$ cat config.mk
export PLATFORM = sky130hd
export DESIGN_NAME = display_scan_controller
export DESIGN_NICKNAME = d
export VERILOG_FILES = /design/src/rtl/display_scan_pkg.sv /design/src/rtl/scan_slot_timer.sv /design/src/rtl/display_scan_controller.sv
export SDC_FILE = /design/constraint.sdc
export NUM_CORES = 1
export LEC_CHECK = 0
export BUFFER_PORTS_ARGS = -buffer_cell sky130_fd_sc_hd__buf_2
export CAP_MARGIN = 15
export CELL_PAD_IN_SITES_DETAIL_PLACEMENT = 0
export CELL_PAD_IN_SITES_GLOBAL_PLACEMENT = 1
export CORE_ASPECT_RATIO = 0.5
export CORE_MARGIN = 2
export CORE_UTILIZATION = 45
export CTS_CLUSTER_SIZE = 10
export DETAILED_ROUTE_END_ITERATION = 10
export GPL_TIMING_DRIVEN = 0
export HOLD_SLACK_MARGIN = 0.15
export PLACE_DENSITY = 0.81
export SETUP_SLACK_MARGIN = 0.15
export SLEW_MARGIN = 10
export SYNTH_ARGS = -nofsm -noshare
export SYNTH_HDL_FRONTEND = slang
export SYNTH_HIERARCHICAL = 1
export SYNTH_SLANG_ARGS = --single-unit
export TNS_END_PERCENT = 30
$ cat constraint.sdc
create_clock -name clk -period 3.1 [get_ports clk]
set_input_delay 0.465 -clock clk [delete_from_list [all_inputs] [get_ports clk]]
set_output_delay 0.465 -clock clk [all_outputs]
set_load 0.02 [all_outputs]
$ cat src/rtl/display_scan_pkg.sv
// Shared types and sizing helpers for the multiplexed display scanner.
package display_scan_pkg;

   localparam int BRIGHT_W = 4;

   typedef logic [3:0] digit_t;

   function automatic int slot_w(input int slot_cycles);
      return $clog2(slot_cycles);
   endfunction

endpackage

$ cat src/rtl/scan_slot_timer.sv
// Slot counter and digit index for the scan; exposes next-state values
// so the top level can register its outputs in step with the counter.
module scan_slot_timer
   import display_scan_pkg::*;
#(
   parameter int NUM_DIGITS  = 4,
   parameter int SLOT_CYCLES = 256
) (
   input  logic                clk,
   input  logic                rst,
   input  logic                en,
   input  logic [BRIGHT_W-1:0] bright,
   output logic [2:0]          idx_nxt,
   output logic                slot_end,
   output logic                frame_end,
   output logic                pwm_on
);

   localparam int SW = slot_w(SLOT_CYCLES);
   localparam logic [SW-1:0] CNT_MAX = SW'(SLOT_CYCLES - 1);
   localparam logic [2:0] IDX_TOP = 3'(NUM_DIGITS - 1);

   logic [SW-1:0] cnt;
   logic [SW-1:0] cnt_nxt;
   logic [2:0]    idx;

   always_comb begin
      slot_end  = en & (cnt == CNT_MAX);
      frame_end = slot_end & (idx == 3'd0);
      cnt_nxt   = '0;
      idx_nxt   = IDX_TOP;
      if (en) begin
         cnt_nxt = slot_end ? '0 : cnt + SW'(1);
         if (frame_end)
            idx_nxt = IDX_TOP;
         else if (slot_end)
            idx_nxt = idx - 3'd1;
         else
            idx_nxt = idx;
      end
      // count 0 is the guard cycle while the digit enables switch
      pwm_on = (cnt_nxt != '0) &
               (cnt_nxt[SW-1 -: BRIGHT_W] < bright);
   end

   always_ff @(posedge clk or posedge rst) begin
      if (rst) begin
         cnt <= '0;
         idx <= IDX_TOP;
      end else begin
         cnt <= cnt_nxt;
         idx <= idx_nxt;
      end
   end

endmodule

$ cat src/rtl/display_scan_controller.sv
// Time-multiplexed N-digit scan controller driving one shared BCD decoder,
// with emulated leading-zero blanking, PWM brightness and frame-synced config.
module display_scan_controller
   import display_scan_pkg::*;
#(
   parameter int NUM_DIGITS  = 4,
   parameter int SLOT_CYCLES = 256
) (
   input  logic                  clk,
   input  logic                  rst,
   input  logic                  en_i,
   input  logic                  wr_en_i,
   input  logic [2:0]            wr_addr_i,
   input  logic [3:0]            wr_data_i,
   input  logic [BRIGHT_W-1:0]   bright_i,
   input  logic                  lzb_en_i,
   input  logic                  lt_i,
   input  logic [2:0]            cfg_ver_i,
   input  logic [2:0]            cfg_tails_i,
   input  logic                  cfg_al_i,
   output logic [NUM_DIGITS-1:0] dig_en_o,
   output logic [3:0]            dec_value_o,
   output logic                  dec_rbi_o,
   output logic                  dec_bi_o,
   output logic                  dec_lt_o,
   output logic                  dec_al_o,
   output logic [2:0]            dec_ver_o,
   output logic [2:0]            dec_tails_o,
   output logic                  frame_o
);

   localparam logic [NUM_DIGITS-1:0] DIG_ONE = NUM_DIGITS'(1);

   // sized for the full 3-bit address; entries >= NUM_DIGITS stay zero
   digit_t     dfile [8];
   logic       chain;
   logic       chain_nxt;
   logic       en_q;
   logic       cfg_lat;
   logic       slot_end;
   logic       frame_end;
   logic       pwm_on;
   logic [2:0] idx_nxt;

   scan_slot_timer #(
      .NUM_DIGITS  (NUM_DIGITS),
      .SLOT_CYCLES (SLOT_CYCLES)
   ) u_timer (
      .clk       (clk),
      .rst       (rst),
      .en        (en_i),
      .bright    (bright_i),
      .idx_nxt   (idx_nxt),
      .slot_end  (slot_end),
      .frame_end (frame_end),
      .pwm_on    (pwm_on)
   );

   always_comb begin
      cfg_lat   = frame_o | (en_i & ~en_q);
      chain_nxt = chain;
      if (cfg_lat)
         chain_nxt = ~lzb_en_i;
      else if (slot_end)
         chain_nxt = chain | (dec_value_o != 4'd0);
   end

   always_ff @(posedge clk or posedge rst) begin
      if (rst) begin
         for (int i = 0; i < 8; i++)
            dfile[i] <= '0;
         chain       <= 1'b1;
         en_q        <= 1'b0;
         dig_en_o    <= '0;
         dec_value_o <= '0;
         dec_rbi_o   <= 1'b1;
         dec_bi_o    <= 1'b0;
         dec_lt_o    <= 1'b1;
         dec_al_o    <= 1'b1;
         dec_ver_o   <= '0;
         dec_tails_o <= '0;
         frame_o     <= 1'b0;
      end else begin
         if (wr_en_i && (int'(wr_addr_i) < NUM_DIGITS))
            dfile[wr_addr_i] <= wr_data_i;
         en_q  <= en_i;
         chain <= chain_nxt;
         if (cfg_lat) begin
            dec_ver_o   <= cfg_ver_i;
            dec_tails_o <= cfg_tails_i;
            dec_al_o    <= cfg_al_i;
         end
         dig_en_o    <= en_i ? (DIG_ONE << idx_nxt) : '0;
         dec_value_o <= dfile[idx_nxt];
         // units digit is never blanked
         dec_rbi_o   <= (idx_nxt == 3'd0) | chain_nxt;
         dec_bi_o    <= en_i & pwm_on;
         dec_lt_o    <= ~lt_i;
         frame_o     <= frame_end;
      end
   end

endmodule

==> summary.md, run 1 <==
| Metric | Value |
|---|---|
| Status | complete, no violations |
| Unrepaired setup endpoints after global routing | yes |
| Min-delay src | lt_i |
| First DRT Iteration DRCs | 73 |
| Share of cells above drive strength 1 | 39.2% |
| Commonest non-fill, non-tap cell in the layout | dfrtp_1 |
| Critical path class | register to register |
| Fillers | roughly 520 |
| Slew Viols, Final | 0 |
| Initial antenna violation count | 0 |
| Wire length per cell | around 15 um |
| Number of synthesized flops with an enable pin | 0 |
| Yosys top cell by area | dfrtp_1 |
| H-tree depth | 3 |
| Crit. End Element | register |
| Row cnt | 20 |
| Kind of cell adding the most delay to the critical path | multiplexers |
| Critical path arrival | 2.96 ns |
| Clk_lat worst skew | 0.33 ns |
| Critical R2R Launch | u_timer/cnt[0] |
| Root buf cell | clkbuf_16 |
| Area Growth Syn to Fin | 23.2% |
| Cts bufs inserted | 9 |
| Netlist cell types | 48 |
| GRT Total Usage | 18.5% |
| Ys Warns | 6 |
| Vert. Die Dim | roughly 60 um |
| Final core utilization | between 50% and 60% |
| Placer's final routability congestion estimate | between 0.8 and 0.9 |
| First drt pass iteration count | 5 |
| Number of remaining DRC errors | 0 |
| Global-route wire length before repair | 9.80 mm |
| Syn avg cell area | 12.4 um^2 |
| Longest Clk Path Bufs | 2 |
| Clock Sinks | 64 |
| Worst-Margin Slew | 0.574 ns |
| Share of async-settable or async-resettable flops after synthesis | between 90% and 100% |
| IO Port Bufs | 42 |
| Max-cap violations | 0 |
| Worst path max stage delay | between 0.5 and 0.6 ns |
| Fin. Hold Viols | 0 |
| Max-slew headroom | 61.4% |
| Multi-input logic area | 1110 um^2 |
| CP max-delay cell | mux4_2 |
| Tcrit/Tclk final | 88.8% |
| Critical Path Fanout Max | 7 |
| Main synth FF type | dfrtp_1 |
| Final wirelength | between 5 and 6 mm |
| Startpoint Class | register |
| Io pins | 43 |
| Die ar. | 7050 um^2 |
| Starting Density | 46.9% |
| Core Region | 6110 um^2 |
| TNS Setup | 0 ns |
| CTS tree | yes |
| Critical Path Source | u_timer/cnt[0] |
| Antenna diodes | 0 |
| Final min period | around 2.8 ns |
| Worst Hold Class | input port to register |
| Routed Antenna Nets | 0 |
| Vias in the first global route | around 2100 |
| CP required | 3.31 ns |
| Sequential share of the synthesized area | between 50% and 60% |
| PwrDens | 614 nW/um^2 |
| Critical-path cell list | ha_1 > clkbuf_2 > nand3_1 > nor3_4 > nand2_1 > mux2i_1 > nor2_1 > buf_2 > mux4_2 > mux2_2 |
| Pin count of the biggest net entering global routing | 43 |
| Cells after synthesis | 230 |
| Area contributors post-synth | dfrtp_1 (51%), mux2_2 (9.8%), dfstp_2 (5.5%) |
| Clock Pin Slew Worst Setup and Hold Paths | around 0.060 ns |
| Skew final | 0.00604 ns |
| CP bufs+invs | 2 |
| Vias post-DR | 1940 |
| Syn Nets | 260 |
| Final setup violation count | 0 |
| Register area | approximately 1600 um^2 |
| Global route overflow | 0 |
| Synthesized flop and latch total | 64 |
| Leak | between 1.5 and 2 nW |
| Most used cells in the layout excluding fill and tap cells | dfrtp_1 (58), buf_2 (44), mux2_2 (25) |
| Synth top area share | 50.7% |
| Placed wire-length estimate | a little under 4 mm |
| FMAX | 363 MHz |
| Synthesized cell area | 2860 um^2 |
| Peak supply drop | ~250 uV |
| Nets | 316 |
| Vias/cell | 5.12 |
| Die width | 117 um |
==> metal layers <==
metal	GRT usage, %	vias up	share of wire (%)
li1	-	924	-
met1	22.8	971	45
met2	31.9	43	51
met3	6.59	2	3.8
met4	5.04	0	0.34
met5	0	-	0
==> cell usage after synthesis, types with 4 or more instances <==
cell and count:
nand2b_1 5, dfstp_2 6, mux2_2 25, ha_1 6, xnor2_1 4, o21ai_0 4, clkbuf_1 18, nor2_1 15
dfrtp_1 58, nand3_1 6, inv_1 11, nand2_1 8, mux4_2 4, nor2b_1 4
==> cell type report <==
| class | count | share of cell area, % |
|---|---|---|
| inverters | 11 | 1.17 |
| well taps | 88 | 3.12 |
| flip-flops and latches | 64 | 45.6 |
| clock inverters | 6 | 1.42 |
| multi-input cells | 130 | 31.5 |
| repair buffers | 45 | 7.03 |
| clock buffers | 10 | 6.78 |
| plain buffers | 25 | 3.34 |
==> registers in the layout, indices dropped and copies added, names as in the netlist <==
name and count:
dfile 32, u_timer/cnt 8, dec_value_o 4, dig_en_o 4, dec_tails_o 3, dec_ver_o 3, u_timer/idx 3, chain 1
dec_al_o 1, dec_bi_o 1, dec_lt_o 1, dec_rbi_o 1, en_q 1, frame_o 1
==> cell families (layout without fill, tap and decap cells) <==
| group | Yosys count | after routing | share of synthesized area, % |
|---|---|---|---|
| adders and majority gates | 6 | 6 | 2.62 |
| DFF | 64 | 64 | 56.2 |
| buffers and inverters | 36 | 97 | 5.29 |
| and+or+nand+nor | 57 | 57 | 11.6 |
| AOI/OAI and AO/OA | 28 | 28 | 7.91 |
| muxes | 33 | 33 | 14.5 |
| xor gates and xnor gates | 6 | 6 | 1.84 |
==> stage by stage <==
step / hold slack, ns / area [um^2] / cells / worst slack, ns / total power, mW
final: 0.240 / 3530 / 379 / 0.348 / 2.17
after global routing: 0.231 / 3530 / 379 / 0.120 / 2.26
after global placement: 0.435 / 3180 / 360 / 0.153 / 1.21
after CTS: 0.227 / 3500 / 378 / 0.250 / 2.19
after floorplan: 0.316 / 2860 / 230 / 0.587 / 1.13
after detailed placement: 0.429 / 3200 / 361 / 0.127 / 1.22
==> power breakdown <==
part | leakage, nW | switching [mW] | internal, mW
Sequential | 0.813 | 0.0440 | 0.921
Combinational | 0.698 | 0.122 | 0.123
Clock | 0.136 | 0.385 | 0.572
Total | 1.65 | 0.551 | 1.62
==> path summary, 6_finish.rpt <==
path	to	cells after the start	slack, ns
worst min-delay path	dec_lt_o	2	0.24
min in group asynchronous	dfile[31]	3	0.62
max in group asynchronous	chain	4	1.91
worst max-delay path	dec_value_o[0]	10	0.35
worst max register to register	dec_value_o[0]	10	0.35
worst min register to register	dfile[3]	1	0.46
==> timing repair <==
action	4_1_cts	5_1_grt
resized for setup	1	8
buffers inserted	0	1
setup endpoints to repair	1	3
pin swaps	0	1
endpoints found under the hold margin	11	0
hold buffers	1	0
(Power assumes the default switching activity.)
==> run 2: changes to the inputs <==
--- a/config.mk
+++ b/config.mk
@@ -16,7 +16,7 @@
 export DETAILED_ROUTE_END_ITERATION = 10
 export GPL_TIMING_DRIVEN = 0
 export HOLD_SLACK_MARGIN = 0.15
-export PLACE_DENSITY = 0.81
+export PLACE_DENSITY_LB_ADDON = 0.1
 export SETUP_SLACK_MARGIN = 0.15
 export SLEW_MARGIN = 10
 export SYNTH_ARGS = -nofsm -noshare
==> run 2 against run 1 <==
Sequential power hardly changed. First-iteration DRC count is 5.5% higher. Power is 0.62% higher. Fmax is 0.86% higher. Sequential share of layout area is 0.062 points lower. Critical path type unchanged. Largest power group is now clock. Highest routed layer unchanged.
==> summary.md, run 2 (same netlist as run 1, synthesis figures left out) <==
| Metric | Value |
|---|---|
| Core Region | about 6100 um^2 |
| Biggest register | dfile |
| Initial antenna violation count | 0 |
| Critical Path Fanout Max | 7 |
| Final core utilization | between 50 and 60% |
| H-tree depth | 3 |
| CTS tree | yes |
| Starting Density | 46.9% |
| Wire length per cell | 14.6 um |
| Worst Hold Class | input port to register |
| Max reg flops | 32 |
| First DRT Iteration DRCs | 77 |
| Io pins | 43 |
| Critical path class | register to register |
| Longest Clk Path Bufs | 2 |
| Root buf cell | clkbuf_16 |
| First drt pass iteration count | 4 |
| Skew final | 0.00288 ns |
| Vias/cell | 4.97 |
| Final setup violation count | 0 |
| Max-cap violations | 0 |
| Startpoint Class | register |
| Tcrit/Tclk final | 88.0% |
| Final min period | roughly 2.7 ns |
| Most used cells in the layout excluding fill and tap cells | dfrtp_1 (57), buf_2 (43), mux2_2 (25) |
| Pin count of the biggest net entering global routing | 37 |
| Max-slew headroom | a little under three fifths |
| Clk_lat worst skew | 0.33 ns |
| Vert. Die Dim | 60.4 um |
| Slew Viols, Final | 0 |
| Cts bufs inserted | 9 |
| Number of remaining DRC errors | 0 |
| Placed wire-length estimate | 4.00 mm |
| Status | complete, no violations |
| FMAX | 366 MHz |
| Commonest non-fill, non-tap cell in the layout | dfrtp_1 |
| Largest regs | dfile (32), u_timer/cnt (8) |
| Placer's final routability congestion estimate | 0.753 |
| GRT Total Usage | 18.5% |
| R2R cell count | 10 |
| Global route overflow | 0 |
| Clock Pin Slew Worst Setup and Hold Paths | 0.05 ns |
| Clock Sinks | 64 |
| CP required | 3.31 ns |
| Total power | between 2 and 2.5 mW |
| Unrepaired setup endpoints after global routing | yes |
| Die width | between 100 and 150 um |
| Peak supply drop | 357 uV |
| Worst hold slack | around 0.24 ns |
| IO Port Bufs | 42 |
| Crit. End Element | register |
| Share of cells above drive strength 1 | 39.2% |
| Hold path cells | 2 |
| Area Growth Syn to Fin | 23.4% |
| Worst-Margin Slew | 0.642 ns |
| PwrDens | 617 nW/um^2 |
| Leak | 1.65 nW |
| Final wirelength | ~5.5 mm |
| Vias in the first global route | 1972 |
| Row cnt | 20 |
| Vias post-DR | 1882 |
| Routed Antenna Nets | 0 |
| Global-route wire length before repair | 9.44 mm |
| Critical path arrival | between 2 and 3 ns |
| Nets | 316 |
| Fin. Hold Viols | 0 |
| Die ar. | 7050 um^2 |
| Antenna diodes | 0 |
run 2: cell types whose count changed in the layout (fill, tap and decap cells not counted), sizes merged:
cell and change:
bufinv +1, buf -1, clkbuf +1, clkinv +2, inv -3
run 2: metal layers:
metal	part of all wire [%]	vias up	track usage [%]
met3	4.1	4	8.09
met4	0.65	0	5.55
met1	45	930	22.3
met5	0	-	0
li1	-	921	-
met2	50	27	30.8
run 2: where the power goes:
part,leakage [nW],switching (mW),internal [mW],total [mW]
registers,0.811,0.0405,0.921,0.962
logic,0.701,0.123,0.125,0.248
clock network,0.138,0.353,0.617,0.969
run 2: stage by stage:
step,instances,TNS (ns),setup WS [ns],instance area (um^2)
global placement,360,-0.0848,-0.0848,3180
detailed placement,361,-0.206,-0.206,3200
global route,379,0,0.142,3530
finish,379,0,0.371,3530
CTS,378,0,0.266,3520
floorplan,230,0,0.587,2860
run 2: worst paths after layout:
path	slack, ns	from	endpoint
setup / recovery	0.37	u_timer/cnt[0]	dec_value_o[0]
hold / removal	0.24	lt_i	dec_lt_o
setup reg to reg	0.37	u_timer/cnt[0]	dec_value_o[0]
hold reg to reg	0.45	dfile[14]	dfile[14]
max in group asynchronous	1.82	rst	dec_lt_o
min in group asynchronous	0.69	rst	dec_tails_o[1]
run 2: layout make-up:
type / count / area (um^2)
Timing Repair Buffer: 45 / 248
Clock buffer: 10 / 229
Buffer: 25 / 119
Multi-Input combinational cell: 130 / 1120
Fill cell: 536 / 2570
Inverter: 11 / 41.3
Tap cell: 88 / 110
Sequential cell: 64 / 1610
Clock inverter: 6 / 60.1
run 2: worst max-delay path, cell delays in order (launching register included):
cell,delay (ns)
dfrtp_2,0.41
ha_1,0.16
clkbuf_2,0.17
nand3_1,0.19
nor3_4,0.29
nand2_1,0.10
mux2i_1,0.12
nor2_1,0.15
buf_2,0.23
mux4_2,0.51
mux2_2,0.27
run 2: repair_timing:
action / in CTS / in global routing
hold buffers: 1 / 0
setup endpoints to repair: 2 / 3
pin swaps: 1 / 1
setup buffers: 0 / 1
hold endpoints to repair: 9 / 0
gates resized for setup: 4 / 6
